[config.mk]
export PLATFORM = sky130hd
export DESIGN_NAME = div_execute_unit
export DESIGN_NICKNAME = d
export VERILOG_FILES = /design/src/rtl/div_execute_unit.sv
export SDC_FILE = /design/constraint.sdc
export NUM_CORES = 1
export LEC_CHECK = 0
export CAP_MARGIN = 20
export CELL_PAD_IN_SITES_DETAIL_PLACEMENT = 0
export CELL_PAD_IN_SITES_GLOBAL_PLACEMENT = 1
export CORE_MARGIN = 4
export CORE_UTILIZATION = 35
export CTS_CLUSTER_DIAMETER = 80
export DETAILED_ROUTE_END_ITERATION = 16
export PLACE_DENSITY_LB_ADDON = 0.2
export SYNTH_ARGS = -nofsm -noshare
export SYNTH_HDL_FRONTEND = slang
export SYNTH_SLANG_ARGS = --single-unit
export TNS_END_PERCENT = 20
[constraint.sdc]
create_clock -name clk -period 4.3 [get_ports clk]
set_input_delay 0.86 -clock clk [delete_from_list [all_inputs] [get_ports clk]]
set_output_delay 0.86 -clock clk [all_outputs]
set_load 0.02 [all_outputs]
[src/rtl/div_execute_unit.sv]
// Iterative radix-2 restoring divider for DIV/DIVU/REM/REMU.
// One op in flight; 32 iteration cycles, or a direct hop to DONE for divide-by-zero and signed overflow.
module div_execute_unit #(
   parameter int unsigned PHY_REG_ID_WIDTH = 6,
   parameter int unsigned ROB_ID_WIDTH     = 5
) (
   input  logic                        clk,
   input  logic                        rst,
   input  logic                        flush,
   input  logic                        issue_valid,
   output logic                        issue_ready,
   input  logic [1:0]                  issue_op,
   input  logic [31:0]                 issue_rs1_value,
   input  logic [31:0]                 issue_rs2_value,
   input  logic                        issue_rd_enable,
   input  logic [PHY_REG_ID_WIDTH-1:0] issue_rd_phy,
   input  logic [ROB_ID_WIDTH-1:0]     issue_rob_id,
   output logic                        feedback_enable,
   output logic [PHY_REG_ID_WIDTH-1:0] feedback_phy_id,
   output logic [31:0]                 feedback_value,
   output logic                        done_valid,
   output logic [ROB_ID_WIDTH-1:0]     done_rob_id,
   output logic                        busy
);
   localparam int unsigned XLEN  = 32;
   localparam int unsigned CNT_W = 6;

   typedef enum logic [1:0] {S_IDLE, S_CALC, S_DONE} state_e;

   state_e                      state_q, state_d;
   logic [CNT_W-1:0]            cnt_q, cnt_d;
   logic [XLEN-1:0]             dq_q, dq_d;        // dividend bits shift out, quotient bits shift in
   logic [XLEN-1:0]             rem_q, rem_d;
   logic [XLEN-1:0]             divisor_q, divisor_d;
   logic                        qsign_q, qsign_d;
   logic                        rsign_q, rsign_d;
   logic                        rem_sel_q, rem_sel_d;
   logic                        rd_en_q, rd_en_d;
   logic [PHY_REG_ID_WIDTH-1:0] rd_phy_q, rd_phy_d;
   logic [ROB_ID_WIDTH-1:0]     rob_q, rob_d;

   logic            accept, signed_op, div_zero, ovf;
   logic [XLEN-1:0] rs1_mag, rs2_mag;
   logic [XLEN:0]   shifted;
   logic [XLEN-1:0] quo_fix, rem_fix;

   always_comb begin
      state_d   = state_q;
      cnt_d     = cnt_q;
      dq_d      = dq_q;
      rem_d     = rem_q;
      divisor_d = divisor_q;
      qsign_d   = qsign_q;
      rsign_d   = rsign_q;
      rem_sel_d = rem_sel_q;
      rd_en_d   = rd_en_q;
      rd_phy_d  = rd_phy_q;
      rob_d     = rob_q;

      accept    = issue_valid && (state_q == S_IDLE) && !flush;
      signed_op = !issue_op[0];
      rs1_mag   = (signed_op && issue_rs1_value[31]) ? XLEN'(-issue_rs1_value) : issue_rs1_value;
      rs2_mag   = (signed_op && issue_rs2_value[31]) ? XLEN'(-issue_rs2_value) : issue_rs2_value;
      div_zero  = (issue_rs2_value == '0);
      ovf       = signed_op && (issue_rs1_value == 32'h8000_0000) && (issue_rs2_value == '1);
      shifted   = {rem_q, dq_q[XLEN-1]};

      unique case (state_q)
         S_IDLE: begin
            if (accept) begin
               rem_sel_d = issue_op[1];
               rd_en_d   = issue_rd_enable;
               rd_phy_d  = issue_rd_phy;
               rob_d     = issue_rob_id;
               divisor_d = rs2_mag;
               cnt_d     = '0;
               // Special results are loaded pre-signed, so sign correction is disabled for them
               if (div_zero) begin
                  dq_d    = '1;
                  rem_d   = issue_rs1_value;
                  qsign_d = 1'b0;
                  rsign_d = 1'b0;
                  state_d = S_DONE;
               end else if (ovf) begin
                  dq_d    = 32'h8000_0000;
                  rem_d   = '0;
                  qsign_d = 1'b0;
                  rsign_d = 1'b0;
                  state_d = S_DONE;
               end else begin
                  dq_d    = rs1_mag;
                  rem_d   = '0;
                  qsign_d = signed_op && (issue_rs1_value[31] ^ issue_rs2_value[31]);
                  rsign_d = signed_op && issue_rs1_value[31];
                  state_d = S_CALC;
               end
            end
         end
         S_CALC: begin
            if (shifted >= {1'b0, divisor_q}) begin
               rem_d = XLEN'(shifted - {1'b0, divisor_q});
               dq_d  = {dq_q[XLEN-2:0], 1'b1};
            end else begin
               rem_d = shifted[XLEN-1:0];
               dq_d  = {dq_q[XLEN-2:0], 1'b0};
            end
            cnt_d = cnt_q + CNT_W'(1);
            if (cnt_q == CNT_W'(31)) state_d = S_DONE;
         end
         S_DONE:  state_d = S_IDLE;
         default: state_d = S_IDLE;
      endcase

      if (flush) state_d = S_IDLE;
   end

   always_ff @(posedge clk) begin
      if (!rst) begin
         state_q   <= S_IDLE;
         cnt_q     <= '0;
         dq_q      <= '0;
         rem_q     <= '0;
         divisor_q <= '0;
         qsign_q   <= 1'b0;
         rsign_q   <= 1'b0;
         rem_sel_q <= 1'b0;
         rd_en_q   <= 1'b0;
         rd_phy_q  <= '0;
         rob_q     <= '0;
      end else begin
         state_q   <= state_d;
         cnt_q     <= cnt_d;
         dq_q      <= dq_d;
         rem_q     <= rem_d;
         divisor_q <= divisor_d;
         qsign_q   <= qsign_d;
         rsign_q   <= rsign_d;
         rem_sel_q <= rem_sel_d;
         rd_en_q   <= rd_en_d;
         rd_phy_q  <= rd_phy_d;
         rob_q     <= rob_d;
      end
   end

   // Outputs derive from registered state only
   always_comb begin
      quo_fix         = qsign_q ? XLEN'(-dq_q) : dq_q;
      rem_fix         = rsign_q ? XLEN'(-rem_q) : rem_q;
      feedback_value  = rem_sel_q ? rem_fix : quo_fix;
      feedback_phy_id = rd_phy_q;
      done_rob_id     = rob_q;
      done_valid      = (state_q == S_DONE);
      feedback_enable = (state_q == S_DONE) && rd_en_q;
      issue_ready     = (state_q == S_IDLE);
      busy            = (state_q != S_IDLE);
   end
endmodule

# Word level (Yosys, flattened, before mapping)

Cells that the tools add are included.

Bits of input ports: 82
Word-level logic and storage cells: 70
Flip-flop bits (word level): 119

Add/subtract/negate cells: 6
Muxes and demuxes: 25
Bitwise logic cells: 2
Equal/unequal tests: 7
Reductions and logical operators: 18
Magnitude comparators: 1

Operator list:

| kind                                                   | count |
|---|---|
| two-way mux 32 bit                                     | 11 |
| negation 32 bit                                        | 4 |
| case mux 32 bit (2 select lines)                       | 2 |
| equality test 32 bit (second input constant)           | 2 |
| >= comparator 33 x 32 -> 1 bit                         | 1 |
| logical NOT 32 bit                                     | 1 |
| subtractor 32 bit                                      | 1 |
| case mux 6 bit (2 select lines)                        | 1 |
| logical AND 1 bit                                      | 8 |
| two-way mux 2 bit                                      | 4 |
| adder 6 x 1 -> 6 bit (second input constant)           | 1 |
| equality test 6 x 5 -> 1 bit (second input constant)   | 1 |
| two-way mux 6 bit                                      | 1 |
| AND reduction 2 bit                                    | 3 |
| two-way mux 1 bit                                      | 5 |
| case mux 2 bit (2 select lines)                        | 1 |
| nonzero test 2 bit                                     | 2 |
| equality test 2 x 1 -> 1 bit (second input constant)   | 1 |
| equality test 2 bit (second input constant)            | 1 |
| logical NOT 1 bit                                      | 2 |
| logical NOT 2 bit                                      | 1 |
| inequality test 2 x 1 -> 1 bit (second input constant) | 1 |
| inequality test 2 bit (second input constant)          | 1 |
| OR reduction 2 bit                                     | 1 |
| 2 further kinds                                        | 2 |

# Logic depth before layout (Yosys ltp)

Word-level depth: 7
Gate-level depth with buffers: 13
Gate-level depth less buffers: 12

# Worst setup path after synthesis

No wires, ideal clock.

Path kind: flip-flop to output port
From: register rem_q[2]
To: output feedback_value[26]
Arrival time: 2.789 ns
Data required time: 3.440 ns
Slack: 0.651 ns
Stages on the path, launching flop included: 11
Path through: dfxtp_1 buf_6 nor4_2 nor3b_2 nand2_1 or4_4 or3_4 nand2b_4 o41ai_4 xor2_1 a21oi_1

Cells in the longest elaborated chain, start to end: 3

RTL lines:

| element                  | RTL line | text |
|---|---|---|
| start: declaration       | 33       | `logic [XLEN-1:0] rem_q, rem_d;` |
| start signal: assignment | 134      | `rem_q <= rem_d;` |
| negation 32 bit          | 148      | `rem_fix = rsign_q ? XLEN'(-rem_q) : rem_q;` |
| two-way mux 32 bit       | 148      |  |
| two-way mux 32 bit       | 149      | `feedback_value = rem_sel_q ? rem_fix : quo_fix;` |
| end: declaration         | 20       | `output logic [31:0] feedback_value,` |

No other way between the ends.

# Worst setup path after layout

From: register rem_q[2]
To: output feedback_value[30]

The elaborated chain is that of the path after synthesis.

==> reports/results.ini <==
[layout]
diodes = 0
final_cell_count_no_fill = 1852
multi_input_area_um2 = 6920
nFillCells = 2839
drive_gt1_share_pct = 9.05
seqCellArea_um2 = 2380
fin_area_um2 = 12300
areaGrowthSynthToFinish_pct = 26.3
final_nets = 1588

[clocking]
cts_buffer_depth = 2
clk_pin_slew_worst_paths_ns = 0.06
cts_sinks = 119
post-cts-setup-buffers = 0
htreeDepth = 4
cts_made_buffers = 17
cts_tree = built
root_buffer = clkbuf_16
ctsHoldBuffers = 0
clkLatencyLatePin_ns = 0.43

[logic_synthesis]
yosys.cell_count.top_type = nor2_1
yosys-top-cells-area = dfxtp_1 24%, a21oi_1 7.7%, xor2_1 6.6%
syn-num-nets = 1452
synth-xor-area-share_pct = 12.5
synth.largest_area_cell = dfxtp_1
synth_top_area_share_pct = 24.4
syn_area_per_cell_um2 = 7.33
mappedNetlistArea_um2 = 9750
async_reset_ff_share_pct = 0
synth_compound_area_share_pct = 29.8
synthMuxAreaShare_pct = 1.26
seq_area_frac_synth_pct = 24.4
ys_warn_count = 0
ys_top_cells_by_count = 156 x nor2_1, 150 x a21oi_1, 119 x dfxtp_1, 116 x nand2_1, 89 x o21ai_0
synth_enable_flop_cells = 0
synth_ff_type = dfxtp_1
netlist-cell-type-count = 71
synth_top_family_by_area = compound AO/OA/AOI/OAI gates
synthSimpleGateAreaFrac_pct = 21.8
synth_seq_cells = 119
syn_inst = 1331
synthAdderAreaFrac_pct = 5.08

[routing]
avgRoutedWirePerCell_um = 19.7
viasPerCell = 5.60
vias = 10400
ant_nets = 0
dr.first_iter.drc_count = 854
first_pass_iters = 6
routed_wl_um = 36400
drc = 0

[floorplanning]
io_pins = 129
die_w_um = 175
die_h_um = 175
fp.coreArea_um2 = 27200
rows = 60
initial_core_util_pct = 35.9
die-area_um2 = 30600

[worst_setup_path]
cp_max_fo = 3
worstPathArrival_ns = 3.36
crit_required_ns = 3.44
critPathSlowestCell = or4_4
path_class = flop to output port
worstPathCellList = nor4_2, nor3b_4, nand2_1, or4_4, or3_4, nand2b_4, buf_4, o21ai_1, xor2_1, mux2i_1, clkdlybuf4s15_2
slowest_delay_ns = 0.45
worst_setup_path_end_kind = output port
r2r_slack_ns = 0.67
start_kind = flop

[placement]
dpl_cell_area_um2 = 11700
post-place-ws_ns = 0.0787
gp_congestion = 0.866
hpwl_um = 28200
portBuffers = 128
dp_cells = 1820

[power]
power_mw = 3.96
power_density_nw_per_um2 = 322
p_sw_mw = 1.44
p_seq_share_pct = 31.2
pwr-share-comb_pct = 32.9
leakagePower_nw = 4.81
ir_drop_uv = 210
swShare_pct = 36.3
internal_power_mw = 2.52
power_frac_clock_pct = 35.8

[grt]
busiest_layer = met2
use_met2_pct = 38.1
grt_usage_pct = 23.3
met1_usage_pct = 31.1
first_global_vias = 9952
grt_pass1_wl_um = 56800
overflow = 0
antenna_found_initial = 1
grt_max_degree = 71
grtUsageMet3_pct = 4.41

[sta]
hold_violations = 0
timing.final.ws_setup_ns = 0.0837
period_share_pct = 98.1
fmax_ghz = 0.237
holdWs_ns = 0.450
rsz0062_at_grt = true
worst_pin_slew_ns = 1.03
finalSetupViolCount = 0
skew_ns = 0.0106
drv_slew = 0
maxSlewHeadroom_pct = 31.0
period_needed_ns = 4.22

[flow_run]
maxCapViolations = 0

[outcome]
outcome = finished, final reports clean

[min_path]
min_path_type = flop to flop

## flip-flops by register name, indices dropped and copies added, names as in the netlist, 2 cells and up
| register | flops |
|---|---|
| feedback_phy_id | 6 |
| cnt_q | 6 |
| divisor_q | 32 |
| rem_q | 32 |
| dq_q | 32 |
| done_rob_id | 5 |
| state_q | 2 |
## layout make-up
type                       count  share of cell area (%)
multi-input combinational   1081                    56.2
sequential                   119                    19.3
timing repair buffer         192                    14.4
tap                          372                    3.78
clock buffer                  17                    3.45
inverter                      56                    1.71
clock inverter                15                    1.16
## cell families (layout without fill, tap and decap cells)
group,Yosys count,in the layout
AO/OA/AOI/OAI,449,449
AND/OR/NAND/NOR,442,442
multiplexers,12,12
adder cells (fa/ha/maj),39,39
flip-flops,119,119
buffers and inverters,131,280
XOR/XNOR,139,139
## repair_timing
item / CTS / global route
hold endpoints to repair: 0 / 0
setup endpoints to repair: 12 / 16
cloned: 0 / 0
gates resized for setup: 24 / 16
pin swaps: 0 / 2
## path summary, 6_finish.rpt
| path | start | to | cells past startpoint |
|---|---|---|---|
| hold / removal | rd_en_q | rd_en_q | 2 |
| setup reg to reg | rem_q[7] | rem_q[31] | 11 |
| hold reg to reg | rd_en_q | rd_en_q | 2 |
| setup / recovery | rem_q[2] | feedback_value[30] | 11 |
## metrics by stage
step	TNS [ns]	utilization (%)
CTS	-0.183	45.2
finish	0	45.3
floorplan	0	-
global route	-0.284	45.3
global placement	0	43.1
detailed placement	0	43.1
## per-layer routing
layer  routed length (um)  part of all wire, %
met3                 2200                  6.0
met2                16700                   46
met4                  937                  2.6
met1                16600                   46
met5                    8                0.022
## power by group through the flow
stage                     clock, mW  sequential [mW]  combinational [mW]
after floorplan                   0             1.24               0.810
after global placement            0             1.26                1.30
after detailed placement          0             1.26                1.30
after CTS                      1.45             1.24                1.29
after global routing           1.49             1.25                1.43
final                          1.42             1.24                1.30
## cell usage in the layout, fill, tap and decap left out, types with 11 or more instances in the layout
| cell type | instances |
|---|---|
| nor2_1 | 155 |
| a21oi_1 | 150 |
| dfxtp_1 | 118 |
| nand2_1 | 115 |
| clkdlybuf4s50_1 | 111 |
| o21ai_0 | 87 |
| xor2_1 | 73 |
| xnor2_1 | 66 |
| buf_4 | 65 |
| inv_1 | 55 |
| a211oi_1 | 40 |
| ha_1 | 38 |
| nor3_1 | 30 |
| a22oi_1 | 23 |
| o31ai_1 | 19 |
| or3_1 | 17 |
| nand3_1 | 17 |
| clkbuf_16 | 17 |
| a21o_1 | 16 |
| nand2b_1 | 14 |
| a221o_1 | 13 |
| nand4_1 | 12 |
| nor4_1 | 11 |
| o41ai_1 | 11 |
| nor2b_1 | 11 |
## worst max-delay path, delay by kind of cell, from the launching register on
kind                   cells  cell delay, ns
XOR/XNOR                   1            0.09
buffers and inverters      2            0.45
flip-flops                 1            0.32
multiplexers               1            0.17
AO/OA/AOI/OAI              1            0.16
AND/OR/NAND/NOR            6            1.73
Power figures use the tool's default switching activity.
